===== config.mk =====
export PLATFORM = sky130hd
export DESIGN_NAME = rr_arbiter4_en
export DESIGN_NICKNAME = d
export VERILOG_FILES = /design/src/rtl/arb_pkg.sv /design/src/rtl/arb_onehot_enc.sv /design/src/rtl/rr_arbiter4_en.sv
export SDC_FILE = /design/constraint.sdc
export NUM_CORES = 1
export LEC_CHECK = 0
export ABC_AREA = 1
export BUFFER_PORTS_ARGS = -buffer_cell sky130_fd_sc_hd__buf_2
export CORE_ASPECT_RATIO = 0.8
export CORE_MARGIN = 4
export CORE_UTILIZATION = 45
export DETAILED_ROUTE_END_ITERATION = 10
export GPL_ROUTABILITY_DRIVEN = 0
export PLACE_DENSITY_LB_ADDON = 0.15
export SYNTH_ARGS = -nofsm -noshare
export SYNTH_HDL_FRONTEND = slang
export SYNTH_HIERARCHICAL = 1
export SYNTH_SLANG_ARGS = --single-unit

===== constraint.sdc =====
create_clock -name CLK -period 1.5 [get_ports CLK]
set_clock_uncertainty 0.1 [all_clocks]
set_input_delay 0.075 -clock CLK [delete_from_list [all_inputs] [get_ports CLK]]
set_output_delay 0.075 -clock CLK [all_outputs]
set_load 0.01 [all_outputs]

===== src/rtl/arb_pkg.sv =====
// Shared definitions for the 4-way round-robin arbiter: requester count and FSM encoding.
package arb_pkg;

    localparam int N_REQ = 4;

    typedef enum logic [1:0] {
        ST_IDLE = 2'd0,
        ST_BUSY = 2'd1,
        ST_GAP  = 2'd2
    } arb_state_e;

endpackage


===== src/rtl/arb_onehot_enc.sv =====
// 4-bit one-hot to 2-bit index encoder with a valid flag; index is 0 when input is all-zero.
module arb_onehot_enc
    import arb_pkg::*;
(
    input  logic [N_REQ-1:0] onehot_i,
    output logic [1:0]       idx_o,
    output logic             valid_o
);

    always_comb begin
        idx_o   = {onehot_i[3] | onehot_i[2], onehot_i[3] | onehot_i[1]};
        valid_o = |onehot_i;
    end

endmodule


===== src/rtl/rr_arbiter4_en.sv =====
// Round-robin arbiter for 4 requesters with hold timeout, enable gating and a one-cycle
// turnaround gap between grants. Grant is registered; index/valid are decoded from it.
module rr_arbiter4_en
    import arb_pkg::*;
#(
    parameter int unsigned MAX_HOLD = 8,
    parameter int unsigned CNT_W    = 4
) (
    input  logic             CLK,
    input  logic             RST_N,
    input  logic             EN,
    input  logic [N_REQ-1:0] REQ,
    output logic [N_REQ-1:0] GNT,
    output logic [1:0]       GNT_ID,
    output logic             VALID,
    output logic             TIMEOUT
);

    localparam bit             HoldEn   = (MAX_HOLD != 0);
    localparam logic [CNT_W-1:0] HoldLast = HoldEn ? CNT_W'(MAX_HOLD - 1) : '0;
    localparam logic [CNT_W-1:0] HoldMax  = '1;

    arb_state_e       state_q, state_d;
    logic [1:0]       ptr_q, ptr_d;
    logic [CNT_W-1:0] hold_cnt_q, hold_cnt_d;
    logic [N_REQ-1:0] gnt_q, gnt_d;
    logic             timeout_q, timeout_d;

    logic [1:0]       gnt_idx;
    logic             gnt_valid;
    logic             owner_req;
    logic             expire;

    // Scan ptr, ptr+1, ... mod 4; descending loop lets the lowest offset win.
    function automatic logic [N_REQ-1:0] rr_pick(input logic [N_REQ-1:0] req,
                                                 input logic [1:0]       ptr);
        logic [1:0] idx;
        rr_pick = '0;
        for (int i = N_REQ - 1; i >= 0; i--) begin
            idx = ptr + 2'(i);
            if (req[idx]) begin
                rr_pick      = '0;
                rr_pick[idx] = 1'b1;
            end
        end
    endfunction

    arb_onehot_enc u_enc (
        .onehot_i (gnt_q),
        .idx_o    (gnt_idx),
        .valid_o  (gnt_valid)
    );

    always_comb begin
        state_d    = state_q;
        ptr_d      = ptr_q;
        hold_cnt_d = hold_cnt_q;
        gnt_d      = gnt_q;
        timeout_d  = 1'b0;
        owner_req  = |(REQ & gnt_q);
        expire     = HoldEn && (hold_cnt_q == HoldLast);

        case (state_q)
            ST_BUSY: begin
                if (!owner_req || !EN || expire) begin
                    gnt_d     = '0;
                    ptr_d     = gnt_idx + 2'd1;
                    state_d   = ST_GAP;
                    // Expiry only counts as a timeout when nothing else forced the release.
                    timeout_d = expire && owner_req && EN;
                end else if (hold_cnt_q != HoldMax) begin
                    hold_cnt_d = hold_cnt_q + CNT_W'(1);
                end
            end
            ST_GAP: begin
                gnt_d   = '0;
                state_d = ST_IDLE;
            end
            default: begin
                gnt_d   = '0;
                state_d = ST_IDLE;
                if (EN && (REQ != '0)) begin
                    gnt_d      = rr_pick(REQ, ptr_q);
                    hold_cnt_d = '0;
                    state_d    = ST_BUSY;
                end
            end
        endcase
    end

    always_ff @(posedge CLK or negedge RST_N) begin
        if (!RST_N) begin
            state_q    <= ST_IDLE;
            ptr_q      <= '0;
            hold_cnt_q <= '0;
            gnt_q      <= '0;
            timeout_q  <= 1'b0;
        end else begin
            state_q    <= state_d;
            ptr_q      <= ptr_d;
            hold_cnt_q <= hold_cnt_d;
            gnt_q      <= gnt_d;
            timeout_q  <= timeout_d;
        end
    end

    assign GNT     = gnt_q;
    assign GNT_ID  = gnt_idx;
    assign VALID   = gnt_valid;
    assign TIMEOUT = timeout_q;

endmodule


==> results.md, run 1 <==
* Violations in the final reports: setup timing
* Area of placed instances at 1270 sq um
* Sequential element share of the synthesized area at 30.5%
* Cell type contributing the most total cell area after synthesis: dfrtp_1
* DIE HEIGHT at ~52 um
* Final worst slack at -67.8 ps
* Sum of buffers and inverters on the critical path at 2
* Most frequent standard cell in the layout excluding fill and tap cells: nand2_1
* Initial antenna violation count at 0
* Number of hold violations in the final report at 0
* Number of violations reported at the end of detailed-routing iteration 0 at 33
* Final max-slew violation count at 0
* Clock power frac at 7.7%
* Die width at 62.5 um
* Max capacitance violation total at 0
* Maximum buffer depth of the clock tree at 2
* Worst IR drop on VDD at 1.42 mV
* Nets in the synthesized netlist at 177
* Fraction of final layout cells with drive strength greater than 1 at 29.3%
* Htree depth at 1
* Starting density of the core at 48.2%
* Worst slew slack as a fraction of its limit at 79.4%
* CP Max Fanout at 7
* Sequential power share at 19.3%
* Hold crit path type: primary input to asynchronous set/reset pin
* Biggest cell delay along the critical path at around 440 ps
* Leading post-synthesis cells by cell area: dfrtp_1 (30%), nand2_1 (20%), ha_1 (12%), nand3_1 (7.5%), inv_1 (6.7%)
* I/O pin total at 15
* Setup WS pre-CTS at -70.2 ps
* Cell area after synthesis at 1070 sq um
* Number of global-route vias before repair at approximately 1,100
* Yosys warning total at 6
* Critical path endpoint category: flip-flop
* Power density cells at ~2200 nW/um^2
* Top cell by count, worst path: nand2_1
* Initial DRT Pass Iterations at 4
* Placed wire-length estimate at ~2100 um
* Final setup violation count at 4
* Critical-path cell with the highest stage delay: dfrtp_2
* Global-route congestion overflow total at 0
* Maximum frequency from static timing analysis at 0.638 GHz
* RSZ-0062 raised after global routing: yes
* Overall power after layout at 3.06 mW
* Most used cells in the layout excluding fill and tap cells: nand2_1 (52), inv_1 (17), buf_2 (14)
* Vias/cell at 5.16
* Worst Tran Pin Value at 309 ps
* Signal arrival time at the worst endpoint at 1650 ps
* Average cell area after synthesis at 6.67 sq um
* Synthesized netlist cell count at between 150 and 200
* P&R area growth vs syn at 29.9%
* Total CTS buffers at 3
* Clk sink count at 13
* Overall fraction of global-route tracks in use at between 10% and 20%
* Number of library cell types mapped by synthesis at 21
* Post-synthesis sequential element count at 13
* CTS Root Cell: clkbuf_4
* Critical path required time at 1590 ps
* Count of vias placed by the detailed router at 1,114
* Gate family responsible for the most delay along the worst path: simple AND/OR/NAND/NOR gates
* End-of-flow core utilization at between 60% and 70%
* Switching share of power at 51.5%
* Net switching power at 1.57 mW
* Largest net degree at the start of global routing at 14
* Clock latency at the later pin of the worst-skew pair at between 200 and 300 ps
* Drc violations at 0
* Final #Nets at 209
* Internal power consumption at ~1.5 mW
* Status: finished with violations
* Post-route fraction of the period consumed by the critical path at 105%
* Register clock-pin slew on the reported worst setup and hold paths at 80 ps
* Die ar. at 3220 sq um
* Post-Route WL at about 2800 um
* Clock tree from TritonCTS: built
* Ordered list of cells on the worst path: buf_4 > nand2_1 > nand3_4 > nand3_1 > nand2_1 > inv_1 > nand2_1 > nand2_1 > nand2_1 > nand2_1 > nand2_1
* Number of diodes added for antenna fixing at 0
* Final design instance area without fill at 1390 sq um
* Post-route antenna net violation count at 0
* Leakage component of the power at roughly 0.8 nW
* Detailed-route wire length per cell at approximately 13 um
* Fraction of synthesized cell area taken by the top area cell type at 30.5%
* Core Area at 2210 sq um
* Row Count at 15
* Path type of the worst setup path: flip-flop to flip-flop
* Combinational fraction of design power at approximately 73%
* Global-route wire length before repair at approximately 4800 um
* Setup crit start kind: flip-flop
* Port bufs at 14
* Min Tclk post-route at 1570 ps
[stage by stage]
| stage | setup TNS, ps | hold slack [ps] | cells |
|---|---|---|---|
| detailed placement | -200 | -116 | 209 |
| CTS | -166 | 109 | 215 |
| floorplan | -109 | -321 | 160 |
| global route | -720 | 133 | 216 |
| finish | -190 | 102 | 216 |
| global placement | -65.0 | -117 | 209 |
[kinds of logic after synthesis]
group           after synthesis  share of synthesized area, %
simple gates                105                          44.4
fa+ha+maj                    10                          11.7
buf+inv                      20                          7.03
flops                        13                          30.5
compound gates               10                          4.69
xor+xnor                      2                          1.64
[metal layers]
layer,wire length [um],up-vias,share of wire (%),GRT usage [%]
met5,0,-,0,0
met4,65,0,2.3,6.96
met3,170,8,6.1,4.97
met2,1220,34,44,31.0
met1,1330,509,48,25.2
li1,-,563,-,-
[power by group through the flow]
stage	Combinational, mW	Sequential, mW	Clock, mW
2_1_floorplan	1.34	0.636	0
3_3_place_gp	1.99	0.585	0
3_5_place_dp	2.04	0.586	0
4_1_cts	2.10	0.582	0.239
5_1_grt	2.55	0.606	0.256
6_report	2.23	0.591	0.234
[cell usage after synthesis]
cell,count
a21oi_1,1
dfrtp_1,13
ha_1,10
inv_1,19
inv_2,1
nand2_1,58
nand2_2,5
nand2_4,1
nand3_1,16
nand3_2,2
nand3b_1,1
nand4_1,2
nor2_1,12
nor3_1,1
o21ai_0,4
o21ai_1,5
or2_0,3
or2_1,2
or2_2,2
xnor2_1,1
xor2_1,1
[area by class of cell]
| class | instances | area (sq um) |
|---|---|---|
| clock buffer | 4 | 26.3 |
| fill | 196 | 828 |
| inverter | 20 | 80.1 |
| multi-input combinational | 127 | 748 |
| sequential | 13 | 328 |
| tap | 25 | 31.3 |
| timing repair buffer | 27 | 173 |
[flip-flops by register name, summed over array words and instances (netlist names)]
signal and cells:
hold_cnt_q 4, TIMEOUT 1, ptr_q 2, state_q 2, GNT 4
[worst paths after layout]
kind,endpoint,cells after the start,slack (ps),start
worst max-delay path,GNT[2],11,-70,ptr_q[0]
worst min-delay path,TIMEOUT,2,100,RST_N
worst max register to register,GNT[2],11,-70,ptr_q[0]
worst min register to register,hold_cnt_q[2],2,450,hold_cnt_q[2]
max in group asynchronous,ptr_q[1],2,950,RST_N
min in group CLK,TIMEOUT,5,200,REQ[0]
[what timing repair did]
action / 4_1_cts / 5_1_grt
setup buffers: 0 / 1
pin swaps: 5 / 8
endpoints found under the setup margin: 6 / 12
hold buffers: 2 / 0
hold endpoints to repair: 14 / 0
gates resized for setup: 5 / 12
No activity file was read; power rests on OpenSTA's default activity.
==> inputs of run 2 (changes only) <==
- PLACE_DENSITY: not set -> 0.71
- PLACE_DENSITY_LB_ADDON: 0.15 -> not set
==> run 2 against run 1 <==
Sequential share of layout area is the same. Combinational power barely moved. Final cell count is 0.93% higher. Largest power group unchanged. Sequential cell count unchanged. Non-clock buffer count up 2. Cell area stayed put. Clock power barely moved. The flow still finishes with violations (setup timing). Clock-buffer cell count unchanged.
==> results.md, run 2 (same netlist as run 1, synthesis figures left out) <==
* Core Area at 2210 sq um (unchanged)
* Setup WS pre-CTS at -55.3 ps (was -70.2 ps)
* CTS Root Cell: clkbuf_4 (unchanged)
* Worst slew slack as a fraction of its limit at 79.9% (was 79.4%)
* Detailed-route wire length per cell at 12.7 um (was 12.9 um)
* Global-route wire length before repair at 4520 um (was 4820 um)
* Number of diodes added for antenna fixing at 0 (unchanged)
* Setup crit start kind: flip-flop (unchanged)
* Number of violations reported at the end of detailed-routing iteration 0 at 21 (was 33)
* Clk sink count at 13 (unchanged)
* CP Max Fanout at 7 (unchanged)
* Initial antenna violation count at 0 (unchanged)
* Met2 track demand over resource at 29.4% (was 31.0%)
* Fin Hold WS at 93.1 ps (was 102 ps)
* P&R area growth vs syn at 29.9% (unchanged)
* Die width at 62.5 um (unchanged)
* Overall fraction of global-route tracks in use at 18.1% (was 19.3%)
* Die ar. at 3220 sq um (unchanged)
* Most used cells in the layout excluding fill and tap cells: nand2_1 (53), inv_1 (17), nand3_1 (15) (was nand2_1 (52), inv_1 (17), buf_2 (14))
* Violations in the final reports: setup timing (unchanged)
* Critical path endpoint category: flip-flop (unchanged)
* Leakage component of the power at 0.788 nW (was 0.781 nW)
* Global routing met3 resource utilization at 4.54% (was 4.97%)
* Number of hold violations in the final report at 0 (unchanged)
* Placed Cells incl. Taps at 209 (unchanged)
* Grt met1 use at 22.0% (was 25.2%)
* Signal arrival time at the worst endpoint at 1660 ps (was 1650 ps)
* Most frequent standard cell in the layout excluding fill and tap cells: nand2_1 (unchanged)
* Placed wire-length estimate at 2060 um (was 2130 um)
* Largest net degree at the start of global routing at 14 (unchanged)
* Final max-slew violation count at 0 (unchanged)
* Area of placed instances at 1270 sq um (unchanged)
* Final #Nets at 211 (was 209)
* Total CTS buffers at 3 (unchanged)
* Power density cells at 2210 nW/um^2 (about the same)
* Number of global-route vias before repair at 1,088 (was 1,130)
* Row Count at 15 (unchanged)
* I/O pin total at 15 (unchanged)
* Final design instance area without fill at 1390 sq um (unchanged)
* Worst IR drop on VDD at 1.40 mV (was 1.42 mV)
* Final setup violation count at 4 (unchanged)
* Busiest metal layer after global routing: met2 (unchanged)
* Drc violations at 0 (unchanged)
* Global-route congestion overflow total at 0 (unchanged)
* Fraction of final layout cells with drive strength greater than 1 at 30.1% (was 29.3%)
* Maximum buffer depth of the clock tree at 2 (unchanged)
* Overall power after layout at 3.07 mW (was 3.06 mW)
* Min Tclk post-route at 1580 ps (was 1570 ps)
* Path type of the worst setup path: flip-flop to flip-flop (unchanged)
* Count of vias placed by the detailed router at 1,138 (was 1,114)
* Final worst slack at -79.2 ps (was -67.8 ps)
* Worst Tran Pin Value at 301 ps (was 309 ps)
* Post-Route WL at 2770 um (was 2780 um)
* Starting density of the core at 48.2% (unchanged)
* Count of placed standard cells in the final layout, fillers left out at 218 (was 216)
* Post-route fraction of the period consumed by the critical path at 105% (about the same)
* Critical path required time at 1580 ps (was 1590 ps)
* Register clock-pin slew on the reported worst setup and hold paths at 90 ps (was 80 ps)
* Clock latency at the later pin of the worst-skew pair at 290 ps (about the same)
* Post-route antenna net violation count at 0 (unchanged)
* Post-route setup TNS at -210 ps (was -190 ps)
* Vias/cell at 5.22 (was 5.16)
* Clock tree from TritonCTS: built (unchanged)
* DIE HEIGHT at 51.6 um (unchanged)
* Status: finished with violations (unchanged)
* Htree depth at 1 (unchanged)
* Max capacitance violation total at 0 (unchanged)
* Initial DRT Pass Iterations at 5 (was 4)
* Hold crit path type: primary input to asynchronous set/reset pin (unchanged)
* Register-to-register setup slack at -80 ps (was -70 ps)
* Maximum frequency from static timing analysis at 0.633 GHz (was 0.638 GHz)
* RSZ-0062 raised after global routing: yes (unchanged)
* Port bufs at 14 (unchanged)
* End-of-flow core utilization at 62.6% (unchanged)
==> run 2: worst paths after layout <==
check / start / end / depth (start not counted)
max: ptr_q[0] / GNT[3] / 10
max in group asynchronous: RST_N / ptr_q[0] / 2
min in group CLK: REQ[0] / TIMEOUT / 5
max reg2reg: ptr_q[0] / GNT[3] / 10
min: RST_N / TIMEOUT / 2
min reg2reg: state_q[1] / state_q[1] / 2
==> run 2: routing by layer <==
layer  routed length [um]  part of all wire (%)  vias to the layer above
li1                     -                     -                      568
met1                 1250                    45                      517
met4                   99                   3.6                        0
met3                  122                   4.4                       15
met2                 1300                    47                       38
met5                    0                     0                        -
==> run 2: where the power goes <==
part	leakage [nW]	internal [mW]	total [mW]	switching, mW
Clock	0.0150	0.104	0.233	0.130
Combinational	0.602	0.917	2.25	1.33
Sequential	0.171	0.479	0.585	0.106
==> run 2: layout make-up <==
type                            instances  area (sq um)
Inverter                               20          77.6
Multi-Input combinational cell        127           732
Clock buffer                            4          26.3
Sequential cell                        13           328
Timing Repair Buffer                   29           191
Tap cell                               25          31.3
Fill cell                             189           828
==> run 2: timing repair <==
| item | CTS | global route |
|---|---|---|
| resized for setup | 3 | 14 |
| endpoints found under the setup margin | 9 | 10 |
| buffers inserted | 2 | 1 |
| pin swaps | 5 | 6 |
| endpoints found under the hold margin | 14 | 0 |
| hold buffers | 2 | 0 |
==> run 2: worst max-delay path, cell delays in order, from the launching register on <==
cell	delay [ps]
dfrtp_2	400
inv_4	60
ha_4	280
inv_2	60
nand2_4	70
nand2_4	70
or2_0	200
nand2_1	70
nand2_1	60
nand2_1	70
nand2_1	50
==> inputs of run 3 (changes only) <==
- clock period: 1.5 -> 1.4 ns (I/O delays scaled with it)
==> run 3 against run 2 <==
The run still ends with setup timing left. Routed wire length rose by 0.11%. Sequential power rose by 5.8%. Critical path type unchanged. Largest power group unchanged. Core utilization rose by 3.6 points. Total power rose by 12%. Non-clock buffer count rose by 6. Die area did not move.
==> results.md, run 3 (same netlist as run 1, synthesis figures left out) <==
* Status: finished with violations (unchanged)
* Violations in the final reports: setup timing (unchanged)
* Global-route wire length before repair at 4760 um (was 4520 um)
* Placed Cells incl. Taps at 216 (was 209)
* Htree depth at 1 (unchanged)
* Maximum frequency from static timing analysis at 0.642 GHz (was 0.633 GHz)
* Worst IR drop on VDD at 1.36 mV (was 1.40 mV)
* Setup WS pre-CTS at -143 ps (was -55.3 ps)
* Overall fraction of global-route tracks in use at 18.7% (was 18.1%)
* Post-route fraction of the period consumed by the critical path at 111% (was 105%)
* RSZ-0062 raised after global routing: yes (unchanged)
* Number of hold violations in the final report at 0 (unchanged)
* Clock tree from TritonCTS: built (unchanged)
* Maximum buffer depth of the clock tree at 2 (unchanged)
* Post-route setup TNS at -822 ps (was -210 ps)
* I/O pin total at 15 (unchanged)
* Critical-path cell with the highest stage delay: dfrtp_2 (unchanged)
* CTS Root Cell: clkbuf_4 (unchanged)
* Hold crit path type: primary input to flip-flop (was primary input to asynchronous set/reset pin)
* Gate family responsible for the most delay along the worst path: simple AND/OR/NAND/NOR gates (unchanged)
* Number of violations reported at the end of detailed-routing iteration 0 at 44 (was 21)
* P&R area growth vs syn at 37.4% (was 29.9%)
* Overall power after layout at 3.43 mW (was 3.07 mW)
* Count of placed standard cells in the final layout, fillers left out at 224 (was 218)
* Biggest cell delay along the critical path at 390 ps (was 400 ps)
* Number of diodes added for antenna fixing at 0 (unchanged)
* Global routing met3 resource utilization at 4.54% (unchanged)
* Total CTS buffers at 3 (unchanged)
* Most used cells in the layout excluding fill and tap cells: nand2_1 (48), buf_4 (18), inv_1 (15), nand2_2 (15) (was nand2_1 (53), inv_1 (17), nand3_1 (15))
* Setup crit start kind: flip-flop (unchanged)
* Final worst slack at -158 ps (was -79.2 ps)
* Sum of buffers and inverters on the critical path at 2 (unchanged)
* Final setup violation count at 8 (was 4)
* Starting density of the core at 48.2% (unchanged)
* Register clock-pin slew on the reported worst setup and hold paths at 80 ps (was 90 ps)
* Post-route antenna net violation count at 0 (unchanged)
* Drc violations at 0 (unchanged)
* Max capacitance violation total at 0 (unchanged)
* Sequential cell area at 328 sq um (unchanged)
* Global-route congestion overflow total at 0 (unchanged)
* Core Area at 2210 sq um (unchanged)
* Met2 track demand over resource at 29.7% (was 29.4%)
* Die ar. at 3220 sq um (unchanged)
* Power density cells at 2340 nW/um^2 (was 2210 nW/um^2)
* Number of cells on the worst reg-to-reg path at 10 (unchanged)
* Worst slew slack as a fraction of its limit at 79.5% (was 79.9%)
* Top cell by count, worst path: nand2_1 (unchanged)
* CP Max Fanout at 7 (unchanged)
* Largest net degree at the start of global routing at 14 (unchanged)
* Most frequent standard cell in the layout excluding fill and tap cells: nand2_1 (unchanged)
* Busiest metal layer after global routing: met2 (unchanged)
* Row Count at 15 (unchanged)
* Multi-input gate area at 754 sq um (was 732 sq um)
* Critical path endpoint category: flip-flop (unchanged)
* Detailed-route wire length per cell at 12.4 um (was 12.7 um)
* Fraction of final layout cells with drive strength greater than 1 at 39.2% (was 30.1%)
* Grt met1 use at 25.6% (was 22.0%)
* Worst Tran Pin Value at 308 ps (was 301 ps)
* Leakage component of the power at 0.814 nW (was 0.788 nW)
* Initial antenna violation count at 0 (unchanged)
* Path type of the worst setup path: flip-flop to flip-flop (unchanged)
* Initial DRT Pass Iterations at 4 (was 5)
* Signal arrival time at the worst endpoint at 1640 ps (was 1660 ps)
* Number of global-route vias before repair at 1,071 (was 1,088)
* Count of vias placed by the detailed router at 1,139 (was 1,138)
* Die width at 62.5 um (unchanged)
* Cell depth of the worst setup path at 10 (unchanged)
* Critical path required time at 1490 ps (was 1580 ps)
* Area of placed instances at 1320 sq um (was 1270 sq um)
* Final max-slew violation count at 0 (unchanged)
* Filler instances at 181 (was 189)
* Port bufs at 14 (unchanged)
* Placed wire-length estimate at 2070 um (was 2060 um)
* Vias/cell at 5.08 (was 5.22)
* Final design instance area without fill at 1470 sq um (was 1390 sq um)
* DIE HEIGHT at 51.6 um (unchanged)
* Hold path cells at 3
* Clock latency at the later pin of the worst-skew pair at 290 ps (about the same)
* Min Tclk post-route at 1560 ps (was 1580 ps)
* Clk sink count at 13 (unchanged)
* Ordered list of cells on the worst path: inv_4 > ha_4 > inv_2 > nand2_2 > nand2_4 > or2_0 > nand2_1 > nand2_1 > nand2_1 > nand2_1 (was inv_4 > ha_4 > inv_2 > nand2_4 > nand2_4 > or2_0 > nand2_1 > nand2_1 > nand2_1 > nand2_1)
* Final #Nets at 217 (was 211)
* Post-Route WL at 2770 um (about the same)
[run 3: worst min-delay path, stage by stage]
cell and delay (ps):
buf_2 120, nand2_1 100, nor3_1 70
[run 3: worst paths after layout]
path	slack, ps	startpoint	end
worst max-delay path	-160	ptr_q[0]	GNT[3]
worst min-delay path	10	EN	TIMEOUT
worst max register to register	-160	ptr_q[0]	GNT[3]
worst min register to register	430	state_q[1]	state_q[1]
max in group asynchronous	850	RST_N	ptr_q[0]
min in group asynchronous	100	RST_N	hold_cnt_q[2]
[run 3: layer usage]
metal,vias up,share of wire [%],wire length [um]
li1,576,-,-
met1,517,49,1370
met2,37,42,1170
met3,9,6.6,183
met4,0,1.7,46
met5,-,0,0
[run 3: repair_timing]
item                                    CTS  global route
hold buffers                              1             0
pin swaps                                15            12
resized for setup                        17            16
endpoints found under the setup margin   11            14
buffers inserted                          2             3
endpoints found under the hold margin    13             0
[run 3: layout make-up]
| class | count | area share (%) |
|---|---|---|
| inverters | 20 | 5.63 |
| well taps | 25 | 2.13 |
| repair buffers | 35 | 16.6 |
| flip-flops and latches | 13 | 22.4 |
| clock buffers | 4 | 1.79 |
| multi-input cells | 127 | 51.5 |
[run 3: per-stage QoR]
| stage | utilization, % | hold slack, ps |
|---|---|---|
| 2_1_floorplan | - | -326 |
| 3_3_place_gp | 59.5 | -126 |
| 3_5_place_dp | 59.5 | -120 |
| 4_1_cts | 63.3 | 3.10 |
| 5_1_grt | 66.2 | 43.0 |
| 6_report | 66.2 | 10.6 |
[run 3: report_power, final]
| part | switching [mW] | internal (mW) |
|---|---|---|
| clock network | 0.136 | 0.111 |
| logic | 1.47 | 1.10 |
| registers | 0.105 | 0.514 |
